===== config.mk =====
export PLATFORM = sky130hd
export DESIGN_NAME = data_mem_arbiter
export DESIGN_NICKNAME = d
export VERILOG_FILES = /design/src/rtl/data_mem_arbiter.sv
export SDC_FILE = /design/constraint.sdc
export NUM_CORES = 1
export LEC_CHECK = 0
export CAP_MARGIN = 10
export CORE_MARGIN = 3
export CORE_UTILIZATION = 32
export DETAILED_ROUTE_END_ITERATION = 8
export PLACE_DENSITY = 0.77
export SYNTH_ARGS = -nofsm -noshare
export SYNTH_HDL_FRONTEND = slang
export SYNTH_HIERARCHICAL = 1
export SYNTH_SLANG_ARGS = --single-unit

===== constraint.sdc =====
create_clock -name clk -period 3.1 [get_ports clk]
set_clock_uncertainty 0.2 [all_clocks]
set_input_delay 0.62 -clock clk [delete_from_list [all_inputs] [get_ports clk]]
set_output_delay 0.62 -clock clk [all_outputs]
set_load 0.01 [all_outputs]

===== src/rtl/data_mem_arbiter.sv =====
// data_mem_arbiter: shares one big-endian word memory port between the
// pipeline MEM stage (port 0, priority) and the loader (port 1). An aging
// counter bounds loader starvation; bad word addresses are rejected before
// they reach memory and answered with an error response.

// Per-port response register: captures the outcome of a grant to this port.
module data_mem_arbiter_rsp (
  input  logic        clk,
  input  logic        rst_n,
  input  logic        gnt,
  input  logic        legal,
  input  logic        rd,
  input  logic [31:0] mem_rdata,
  output logic        rvalid,
  output logic [31:0] rdata,
  output logic        rerr
);
  // rvalid/rerr track the grant every cycle; rdata only moves on a grant
  always_ff @(posedge clk or negedge rst_n) begin
    if (!rst_n) begin
      rvalid <= 1'b0;
      rerr   <= 1'b0;
      rdata  <= '0;
    end else begin
      rvalid <= gnt;
      rerr   <= gnt & ~legal;
      if (gnt) rdata <= rd ? mem_rdata : '0;
    end
  end
endmodule

module data_mem_arbiter #(
  parameter int DEPTH    = 1024,
  parameter int MAX_WAIT = 4
) (
  input  logic        clk,
  input  logic        rst_n,
  input  logic        req0,
  input  logic        we0,
  input  logic [31:0] addr0,
  input  logic [31:0] wdata0,
  input  logic        req1,
  input  logic        we1,
  input  logic [31:0] addr1,
  input  logic [31:0] wdata1,
  output logic        gnt0,
  output logic        gnt1,
  output logic        rvalid0,
  output logic        rvalid1,
  output logic [31:0] rdata0,
  output logic [31:0] rdata1,
  output logic        rerr0,
  output logic        rerr1,
  output logic        stall0,
  output logic        mem_read,
  output logic        mem_write,
  output logic [31:0] mem_addr,
  output logic [31:0] mem_wdata,
  input  logic [31:0] mem_rdata,
  output logic [7:0]  err_cnt
);
  localparam int          NP        = 2;
  localparam logic [31:0] LAST_WORD = 32'(DEPTH - 4);
  localparam logic [7:0]  WAIT_MAX  = 8'(MAX_WAIT);

  typedef struct packed {
    logic        we;
    logic [31:0] addr;
    logic [31:0] wdata;
  } acc_t;

  acc_t                 sel;
  logic [NP-1:0]        gnt, rvalid, rerr;
  logic [NP-1:0][31:0]  rdata;
  logic [7:0]           wait_cnt;
  logic                 force1, any_gnt, legal, rd_ok;

  // Grants are gated by rst_n so nothing reaches memory while in reset
  assign force1  = req1 & (wait_cnt == WAIT_MAX);
  assign gnt[1]  = rst_n & req1 & (force1 | ~req0);
  assign gnt[0]  = rst_n & req0 & ~gnt[1];
  assign any_gnt = |gnt;
  assign gnt0    = gnt[0];
  assign gnt1    = gnt[1];
  assign stall0  = req0 & ~gnt[0];

  // Route the granted port's access onto the memory side; idle drives zeros
  always_comb begin
    sel = '0;
    if (gnt[1])      sel = {we1, addr1, wdata1};
    else if (gnt[0]) sel = {we0, addr0, wdata0};
  end

  assign legal     = (sel.addr[1:0] == 2'b00) & (sel.addr <= LAST_WORD);
  assign rd_ok     = any_gnt & legal & ~sel.we;
  assign mem_read  = rd_ok;
  assign mem_write = any_gnt & legal & sel.we;
  assign mem_addr  = sel.addr;
  assign mem_wdata = sel.wdata;

  // Aging: count denied loader cycles up to MAX_WAIT, clear on grant or idle
  always_ff @(posedge clk or negedge rst_n) begin
    if (!rst_n)                 wait_cnt <= '0;
    else if (req1 & ~gnt[1]) begin
      if (wait_cnt != WAIT_MAX) wait_cnt <= wait_cnt + 8'd1;
    end else                    wait_cnt <= '0;
  end

  // Saturating count of rejected (granted but illegal) accesses
  always_ff @(posedge clk or negedge rst_n) begin
    if (!rst_n)                                     err_cnt <= '0;
    else if (any_gnt & ~legal & (err_cnt != 8'hFF)) err_cnt <= err_cnt + 8'd1;
  end

  for (genvar p = 0; p < NP; p++) begin : g_rsp
    data_mem_arbiter_rsp u_rsp (
      .clk       (clk),
      .rst_n     (rst_n),
      .gnt       (gnt[p]),
      .legal     (legal),
      .rd        (rd_ok),
      .mem_rdata (mem_rdata),
      .rvalid    (rvalid[p]),
      .rdata     (rdata[p]),
      .rerr      (rerr[p])
    );
  end

  assign rvalid0 = rvalid[0];
  assign rvalid1 = rvalid[1];
  assign rdata0  = rdata[0];
  assign rdata1  = rdata[1];
  assign rerr0   = rerr[0];
  assign rerr1   = rerr[1];
endmodule

==> flow_summary.json, run 1 <==
{
  "setup_tns_ps": -1070,
  "crit_required_ps": 2280,
  "sw_frac_of_total": 0.276,
  "drtPass1Iterations": 4,
  "clockBufferDepth": 2,
  "dp_cells": 956,
  "p_switching_mw": 0.959,
  "htree_levels": 3,
  "p_leak_nw": 3.83,
  "yosysUniqueCellTypes": 36,
  "synth-async-reset-ratio": 1.00,
  "drv_slew": 0,
  "ys_ff_latch": 84,
  "ir_worst_vdd_mv": 0.220,
  "first_iter_violations": 406,
  "start_kind": "primary input",
  "ys_seq_area_frac": 0.473,
  "cts_buffers": 9,
  "critPathKind": "primary input to output pin",
  "finalCritPeriodShare": 1.03,
  "die_h_um": 124,
  "fin_nets": 989,
  "grt_pass1_vias": 4785,
  "clk_pin_slew_ps": 60,
  "syn_area_um2": 4440,
  "yosys.area.top_type": "dfrtp_1",
  "die_w_um": 124,
  "post-route-drc-count": 0,
  "pwr-share-comb": 0.308,
  "rows": 42,
  "endpoint_kind": "output pin",
  "post-dp-hpwl_mm": 14.3,
  "place_congestion": 0.827,
  "yosys_warnings": 6,
  "vias_per_cell": 4.99,
  "hold_buffers": 0,
  "hold_class": "primary input to async pin",
  "diodes": 0,
  "power_density_nw_per_um2": 412,
  "finalWorstSetupSlack_ps": -88.3,
  "clock-sinks": 84,
  "clk_latency_ps": 320,
  "worstPathMaxFanout": 16,
  "die-area_um2": 15300,
  "avgSynthCellArea_um2": 9.64,
  "min_period_ps": 3190,
  "synth_cells": 461,
  "clkPwrFrac": 0.317,
  "synth_area_leaders": "dfrtp_1, a22o_1, nand3_1, inv_1, o21ai_1",
  "routedWlPerCell_um": 18.5,
  "seqPwrFrac": 0.375,
  "root_buffer": "clkbuf_16",
  "stdcell_count": 1001,
  "start_util": 0.332,
  "core_area_um2": 13400,
  "track_usage": 0.224,
  "max_slew_margin": 0.559,
  "power_mw": 3.47,
  "ys.flop_type": "dfrtp_1",
  "layout-drive-gt1-share": 0.204,
  "setup_viol": 22,
  "synth_edf_count": 0,
  "grt_overflow_total": 0,
  "antenna_found_initial": 1,
  "violations": "setup timing",
  "finalHoldViolations": 0,
  "vias": 4999,
  "io_pins": 311,
  "tritoncts": "done",
  "syn_to_final_growth_pct": 89.6,
  "grt_max_degree": 65,
  "status": "finished, violations left",
  "synth_top_area_share": 0.473,
  "grt_pass1_wl_mm": 26.0,
  "worstMarginPinSlew_ps": 655,
  "max_clock_freq_mhz": 314,
  "placement.io_buffers": 310,
  "drt-total-wl_mm": 18.5,
  "intPower_mw": 2.51,
  "ant_nets": 0,
  "synth_nets": 630,
  "rsz0062_at_grt": "true",
  "cap_violations": 0,
  "critPathArrivalTime_ps": 2370
}
==> what timing repair did <==
item                       in CTS  in global routing
gates resized for setup       100                140
gates cloned                    2                  3
pin swaps                      13                 19
buffers inserted                9                 15
setup endpoints to repair     133                 79
==> worst max-delay path, cell delays in order <==
cell and delay (ps):
clkdlybuf4s50_1 520, nand2_2 80, a41oi_4 350, buf_4 200, clkbuf_16 170, a22o_1 140, dlygate4sd2_1 290
==> worst paths after layout <==
check / start / to / slack (ps) / depth (start not counted)
setup / recovery: req0 / mem_wdata[9] / -90 / 7
hold / removal: rst_n / err_cnt[2] / 230 / 2
setup reg to reg: wait_cnt[4] / g_rsp[0].u_rsp/rdata[7] / 100 / 11
hold reg to reg: err_cnt[5] / err_cnt[5] / 290 / 1
max in group asynchronous: rst_n / g_rsp[1].u_rsp/rdata[15] / 1500 / 3
min in group clk: err_cnt[5] / err_cnt[5] / 290 / 1
==> routing by layer <==
metal,share of wire,vias up,global-route usage
li1,-,2353,-
met1,0.43,2410,0.304
met2,0.48,214,0.360
met3,0.078,20,0.0545
met4,0.014,2,0.0602
met5,0.00070,-,0
==> power by group through the flow <==
stage | Sequential [mW] | Clock [mW] | Combinational [mW]
global route | 1.32 | 1.19 | 1.14
CTS | 1.30 | 1.13 | 1.04
detailed placement | 1.32 | 0 | 1.06
global placement | 1.31 | 0 | 1.04
finish | 1.30 | 1.10 | 1.07
floorplan | 1.36 | 0 | 0.308
==> cell type report <==
type / count / area [um^2]
Clock buffer: 13 / 270
Clock inverter: 3 / 43.8
Fill cell: 1105 / 4980
Inverter: 67 / 251
Multi-Input combinational cell: 275 / 1920
Sequential cell: 84 / 2100
Tap cell: 176 / 220
Timing Repair Buffer: 383 / 3620
==> state kept, by name (all words and copies together) (netlist names) <==
| name | cells |
|---|---|
| err_cnt | 8 |
| g_rsp.u_rsp/rdata | 64 |
| g_rsp.u_rsp/rerr | 2 |
| g_rsp.u_rsp/rvalid | 2 |
| wait_cnt | 8 |
==> metrics by stage <==
stage,cell area (um^2),hold WS (ps),utilization,setup slack (ps)
after floorplan,4450,124,-,125
after global placement,7880,280,0.588,-707
after detailed placement,7880,287,0.588,-748
after CTS,8280,229,0.618,-158
after global routing,8420,260,0.628,-164
final,8420,229,0.628,-88.3
==> cells by family (layout without fill, tap and decap cells) <==
logic type	Yosys count	count (layout)	synth area share
AOI/OAI and AO/OA	139	139	0.220
xor gates and xnor gates	12	12	0.0237
adders and majority gates	3	3	0.00845
buffers and inverters	102	466	0.124
DFF	84	84	0.473
muxes	1	1	0.00253
and+or+nand+nor	120	120	0.148
==> cells in the final DEF, fill, tap and decap left out, types with 2 or more instances in the layout <==
cell type,n
a21oi_1,2
a21oi_4,2
a22o_1,62
a22o_4,3
and3_1,2
and3_2,2
buf_12,6
buf_2,17
buf_4,56
buf_6,9
clkbuf_16,12
clkbuf_2,30
clkbuf_8,3
clkdlybuf4s15_1,4
clkdlybuf4s50_1,223
dfrtp_1,84
dlygate4sd2_1,18
dlymetal6s2s_1,15
ha_1,3
inv_1,67
nand2_1,6
nand3_1,69
nand3_2,3
nand4_1,4
nor2_1,10
nor2b_1,3
nor4_1,4
nor4_2,6
o21ai_0,30
o21ai_1,36
or4_4,2
xnor2_1,7
xor2_1,5
==> synth_stat cells (2+ instances only) <==
cell type	instances
xnor2_1	7
buf_6	12
and3_2	2
o21ai_0	30
a22o_1	65
buf_8	6
nand2_1	8
inv_1	67
nor4_1	10
and3_1	2
dfrtp_1	84
buf_2	10
o21ai_1	36
a21oi_1	3
nand3_2	3
clkbuf_1	7
nand4_1	4
nor2b_1	3
ha_1	3
nand3_1	69
nor2_1	11
xor2_1	5
(Power assumes the default switching activity.)
==> run 2: changes to the inputs <==
--- a/config.mk
+++ b/config.mk
@@ -6,7 +6,6 @@
 export NUM_CORES = 1
 export LEC_CHECK = 0
 export CAP_MARGIN = 10
-export CORE_MARGIN = 3
 export CORE_UTILIZATION = 32
 export DETAILED_ROUTE_END_ITERATION = 8
 export PLACE_DENSITY = 0.77
==> run 2 against run 1 <==
Register-to-register slack improved by 130 ps. Via count fell by 0.72%. Critical endpoint is now mem_write. Cell area fell by 3.1%. Global-route usage rose by 1.4 points. Count of clock-buffer cells in the layout fell by 1. Setup slack improved by 100 ps. Cell count fell by 3.1%. The run now ends clean. Power fell by 3.8%. Hold slack got worse by 9.0 ps. Clock power fell by 8%. Core utilization fell by 1.9 points. Fmax rose by 3.3%.
==> flow_summary.json, run 2 (same netlist as run 1, synthesis figures left out) <==
{
  "status": "finished clean",
  "finalCritPeriodShare": 0.996,
  "max_clock_freq_mhz": 324,
  "start_kind": "primary input",
  "cts_buffers": 9,
  "crit_required_ps": 2280,
  "rows": 42,
  "hold_class": "primary input to async pin",
  "ant_nets": 0,
  "ir_worst_vdd_mv": 0.217,
  "finalHoldViolations": 0,
  "p_leak_nw": 3.59,
  "drt-total-wl_mm": 17.5,
  "first_iter_violations": 306,
  "cap_violations": 0,
  "grt_pass1_vias": 4856,
  "post-route-drc-count": 0,
  "final.fill_count": 1123,
  "fin_nets": 959,
  "diodes": 0,
  "drtPass1Iterations": 5,
  "clockBufferDepth": 2,
  "post-dp-hpwl_mm": 13.5,
  "critPathArrivalTime_ps": 2270,
  "core_area_um2": 13400,
  "placed_cell_area_um2": 7780,
  "largest_reg_flops": 64,
  "rsz0062_at_grt": "true",
  "antenna_found_initial": 0,
  "endpoint_kind": "output pin",
  "vias_per_cell": 5.12,
  "clk_latency_ps": 330,
  "die_w_um": 120,
  "critPathKind": "primary input to output pin",
  "ff2ff_setup_slack_ps": 230,
  "grt_max_degree": 65,
  "grt_overflow_total": 0,
  "clk_pin_slew_ps": 60,
  "io_pins": 311,
  "routedWlPerCell_um": 18.0,
  "hold_slack_ps": 220,
  "grt_pass1_wl_mm": 26.1,
  "start_util": 0.332,
  "track_usage": 0.238,
  "drv_slew": 0,
  "htree_levels": 3,
  "r2r-start": "wait_cnt[3]",
  "finish.instance_area_um2": 8160,
  "clock-sinks": 84,
  "vias": 4963,
  "die-area_um2": 14400,
  "tritoncts": "done",
  "placement.io_buffers": 310,
  "root_buffer": "clkbuf_16",
  "final_common_cell": "clkdlybuf4s50_1",
  "worstPathMaxFanout": 3,
  "biggestRegsByFlops": "g_rsp.u_rsp/rdata (64), err_cnt (8), wait_cnt (8)",
  "worstMarginPinSlew_ps": 718,
  "min_period_ps": 3090,
  "place_congestion": 0.889,
  "setup_viol": 0,
  "power_density_nw_per_um2": 409,
  "syn_to_final_growth_pct": 83.7,
  "largest-register": "g_rsp.u_rsp/rdata",
  "max_slew_margin": 0.517,
  "rr_worst_depth": 10,
  "final_cell_mix": "clkdlybuf4s50_1, dfrtp_1, nand3_1",
  "die_h_um": 120,
  "reg2reg_to": "g_rsp[0].u_rsp/rdata[5]",
  "layout-drive-gt1-share": 0.141
}
run 2: how the worst max path moves through the flow:
stage                         start        end  depth (start not counted)  slack, ps
after floorplan           addr1[25]   mem_read                          5        120
after global placement    addr1[25]   mem_read                          7       -680
after detailed placement  addr1[25]   mem_read                          7       -700
after CTS                 addr0[31]   mem_read                          7        -40
after global routing      addr1[30]   mem_read                          7        -30
final                     addr1[17]  mem_write                          7         10
run 2: cell type report:
class | count | area (um^2) | area share
clock buffers | 12 | 267 | 0.0326
clock inverters | 3 | 21.3 | 0.00261
inverters | 67 | 251 | 0.0308
multi-input cells | 275 | 1920 | 0.235
flip-flops and latches | 84 | 2100 | 0.258
well taps | 176 | 220 | 0.0270
repair buffers | 353 | 3380 | 0.414
run 2: stage by stage:
step                power [mW]   util  worst slack (ps)  setup TNS [ps]  instances
finish                    3.34  0.609              13.9               0        970
global route              3.50  0.609             -32.3           -60.4        970
CTS                       3.37  0.607             -36.0           -44.2        969
detailed placement        2.36  0.581              -702          -40840        946
global placement          2.34  0.581              -677          -36320        946
floorplan                 1.67      -               125               0        461
run 2: routing by layer:
layer | global-route usage | part of all wire | vias up
met3 | 0.0390 | 0.069 | 34
li1 | - | - | 2289
met5 | 0 | 0 | -
met4 | 0.0844 | 0.028 | 0
met1 | 0.292 | 0.39 | 2397
met2 | 0.420 | 0.51 | 243
run 2: what timing repair did:
| action | in CTS | in global routing |
|---|---|---|
| setup buffers | 6 | 1 |
| cloned | 2 | 0 |
| gates resized for setup | 92 | 67 |
| setup endpoints to repair | 92 | 94 |
| hold buffers | 0 | 0 |
| pin swaps | 8 | 11 |
run 2: where the power goes:
part | internal [mW] | total [mW] | switching [mW]
Combinational | 0.583 | 1.03 | 0.446
Clock | 0.603 | 1.01 | 0.405
Sequential | 1.21 | 1.30 | 0.0896
Total | 2.40 | 3.34 | 0.941
run 2: critical path, cell delays in order:
cell             delay [ps]
clkdlybuf4s50_1         420
or4_4                   540
nor2_4                  120
a221o_2                 180
nand2_4                  70
nor3b_2                 150
buf_2                   170
==> run 3: changes to the inputs <==
--- a/config.mk
+++ b/config.mk
@@ -6,10 +6,13 @@
 export NUM_CORES = 1
 export LEC_CHECK = 0
 export CAP_MARGIN = 10
-export CORE_UTILIZATION = 32
+export CORE_AREA = 2 2 121 123
 export DETAILED_ROUTE_END_ITERATION = 8
-export PLACE_DENSITY = 0.77
+export DIE_AREA = 0 0 123 125
+export DONT_BUFFER_PORTS = 1
+export HOLD_SLACK_MARGIN = 0.02
 export SYNTH_ARGS = -nofsm -noshare
 export SYNTH_HDL_FRONTEND = slang
 export SYNTH_HIERARCHICAL = 1
 export SYNTH_SLANG_ARGS = --single-unit
+export TNS_END_PERCENT = 100
==> run 3 against run 2 <==
Setup slack improved by 65 ps. Non-clock buffer count fell by 335. Sequential share of layout area rose by 17 points. Count of clock-buffer cells in the layout did not move. Via count fell by 27%. Global-route usage fell by 5.3 points. Core utilization fell by 26 points. Critical path type is now flip-flop to output pin. Largest cell class is now flip-flops and latches.
==> flow_summary.json, run 3 (same netlist as run 1, synthesis figures left out) <==
{
  "core_area_um2": 14200,
  "critPathKind": "flip-flop to output pin",
  "setup_viol": 0,
  "largest_reg_flops": 64,
  "final.fill_count": 1434,
  "first_iter_violations": 267,
  "endpoint_kind": "output pin",
  "rsz0062_at_grt": "true",
  "place_ws_ps": 82.0,
  "grt_pass1_wl_mm": 21.0,
  "die_h_um": 125,
  "root_buffer": "clkbuf_16",
  "status": "finished clean",
  "max_clock_freq_mhz": 331,
  "worstSetupEndpoint": "mem_read",
  "final_common_cell": "dfrtp_1",
  "finalCritPeriodShare": 0.974,
  "critPathArrivalTime_ps": 2200,
  "max_slew_margin": 0.417,
  "drtPass1Iterations": 5,
  "biggestRegsByFlops": "g_rsp.u_rsp/rdata (64), err_cnt (8), wait_cnt (8)",
  "rows": 44,
  "placement.io_buffers": 0,
  "hold_class": "primary input to flip-flop",
  "finalHoldViolations": 0,
  "drt-total-wl_mm": 15.0,
  "reg2reg_to": "g_rsp[1].u_rsp/rdata[12]",
  "ff2ff_setup_slack_ps": 330,
  "fin_nets": 624,
  "io_pins": 311,
  "vias_per_cell": 5.62,
  "die-area_um2": 15400,
  "ir_worst_vdd_mv": 0.236,
  "clk_pin_slew_ps": 60,
  "tritoncts": "done",
  "grt_overflow_total": 0,
  "post-dp-hpwl_mm": 11.6,
  "routedWlPerCell_um": 23.2,
  "grt_pass1_vias": 3541,
  "cts_buffers": 9,
  "htree_levels": 3,
  "track_usage": 0.185,
  "clock-sinks": 84,
  "grt_max_degree": 85,
  "min_period_ps": 3020,
  "place_congestion": 1.06,
  "ant_nets": 0,
  "hold_slack_ps": 222,
  "start_util": 0.313,
  "antenna_found_initial": 6,
  "clk_latency_ps": 330,
  "start_kind": "flip-flop",
  "crit_required_ps": 2280,
  "vias": 3636,
  "power_density_nw_per_um2": 572,
  "worstPathMaxFanout": 5,
  "post-route-drc-count": 0,
  "die_w_um": 123,
  "layout-drive-gt1-share": 0.117,
  "utilization": 0.345,
  "p_leak_nw": 2.04,
  "worstMarginPinSlew_ps": 866,
  "syn_to_final_growth_pct": 10.4,
  "cap_violations": 0,
  "drv_slew": 0,
  "clockBufferDepth": 2,
  "final_cell_mix": "dfrtp_1, nand3_1, inv_1",
  "r2r-start": "wait_cnt[5]",
  "cp-startpoint": "wait_cnt[5]",
  "largest-register": "g_rsp.u_rsp/rdata",
  "finalWorstSetupSlack_ps": 79.2,
  "rr_worst_depth": 8
}
==> run 3: cell types whose count changed in the layout (fill, tap and decap cells not counted), sizes merged, moves of 3 or more <==
cell	before	now
buf	48	17
dlymetal6s2s	7	0
clkbuf	32	12
clkdlybuf4s50	232	0
clkdlybuf4s15	6	0
diode	0	3
dlygate4sd2	40	0
==> run 3: critical path, cell delays in order (launching register included) <==
cell	delay [ps]
dfrtp_1	430
nor4b_4	370
buf_4	180
a41oi_4	190
a22o_1	280
nor3_4	400
==> run 3: final cells by class <==
cell class,instances,area [um^2],area share
antenna,3,7.51,0.00153
clock buffer,12,256,0.0523
clock inverter,4,32.5,0.00663
inverter,67,251,0.0513
multi-input combinational,275,1850,0.377
sequential,84,2100,0.428
tap,184,230,0.0469
timing repair buffer,18,178,0.0362
==> run 3: repair_timing <==
| item | in CTS | in global routing |
|---|---|---|
| pin swaps | 1 | 2 |
| setup endpoints to repair | 64 | 11 |
| hold endpoints to repair | 84 | 0 |
| gates cloned | 0 | 0 |
| setup buffers | 1 | 0 |
| gates resized for setup | 8 | 4 |
| hold buffers | 2 | 0 |
==> run 3: metal layers <==
metal,wire length [um],GRT usage,vias to the layer above
met3,1910,0.0871,32
li1,-,-,1619
met5,141,0.0493,-
met2,6840,0.278,234
met1,5710,0.218,1743
met4,396,0.0889,8
==> run 3: where the power goes <==
part	switching [mW]	internal (mW)	leakage, nW
Clock	0.441	0.592	0.135
Sequential	0.172	1.21	1.14
Combinational	0.247	0.145	0.773
Total	0.859	1.95	2.04
==> run 3: worst min-delay path by stage <==
stage,startpoint,end,cells after the start
3_3_place_gp,rst_n,g_rsp[1].u_rsp/rdata[10],0
2_1_floorplan,rst_n,err_cnt[0],0
5_1_grt,mem_rdata[31],g_rsp[0].u_rsp/rdata[31],2
3_5_place_dp,rst_n,g_rsp[0].u_rsp/rdata[10],0
4_1_cts,mem_rdata[31],g_rsp[0].u_rsp/rdata[31],2
6_report,mem_rdata[31],g_rsp[0].u_rsp/rdata[31],2
==> run 3: through the flow <==
| stage | cells | TNS (ps) | area, um^2 | total power [mW] |
|---|---|---|---|---|
| 6_report | 647 | 0 | 4910 | 2.81 |
| 2_1_floorplan | 461 | 0 | 4450 | 1.67 |
| 3_5_place_dp | 625 | 0 | 4530 | 1.76 |
| 5_1_grt | 646 | -15.2 | 4900 | 2.96 |
| 4_1_cts | 644 | 0 | 4880 | 2.85 |
| 3_3_place_gp | 625 | 0 | 4530 | 1.74 |
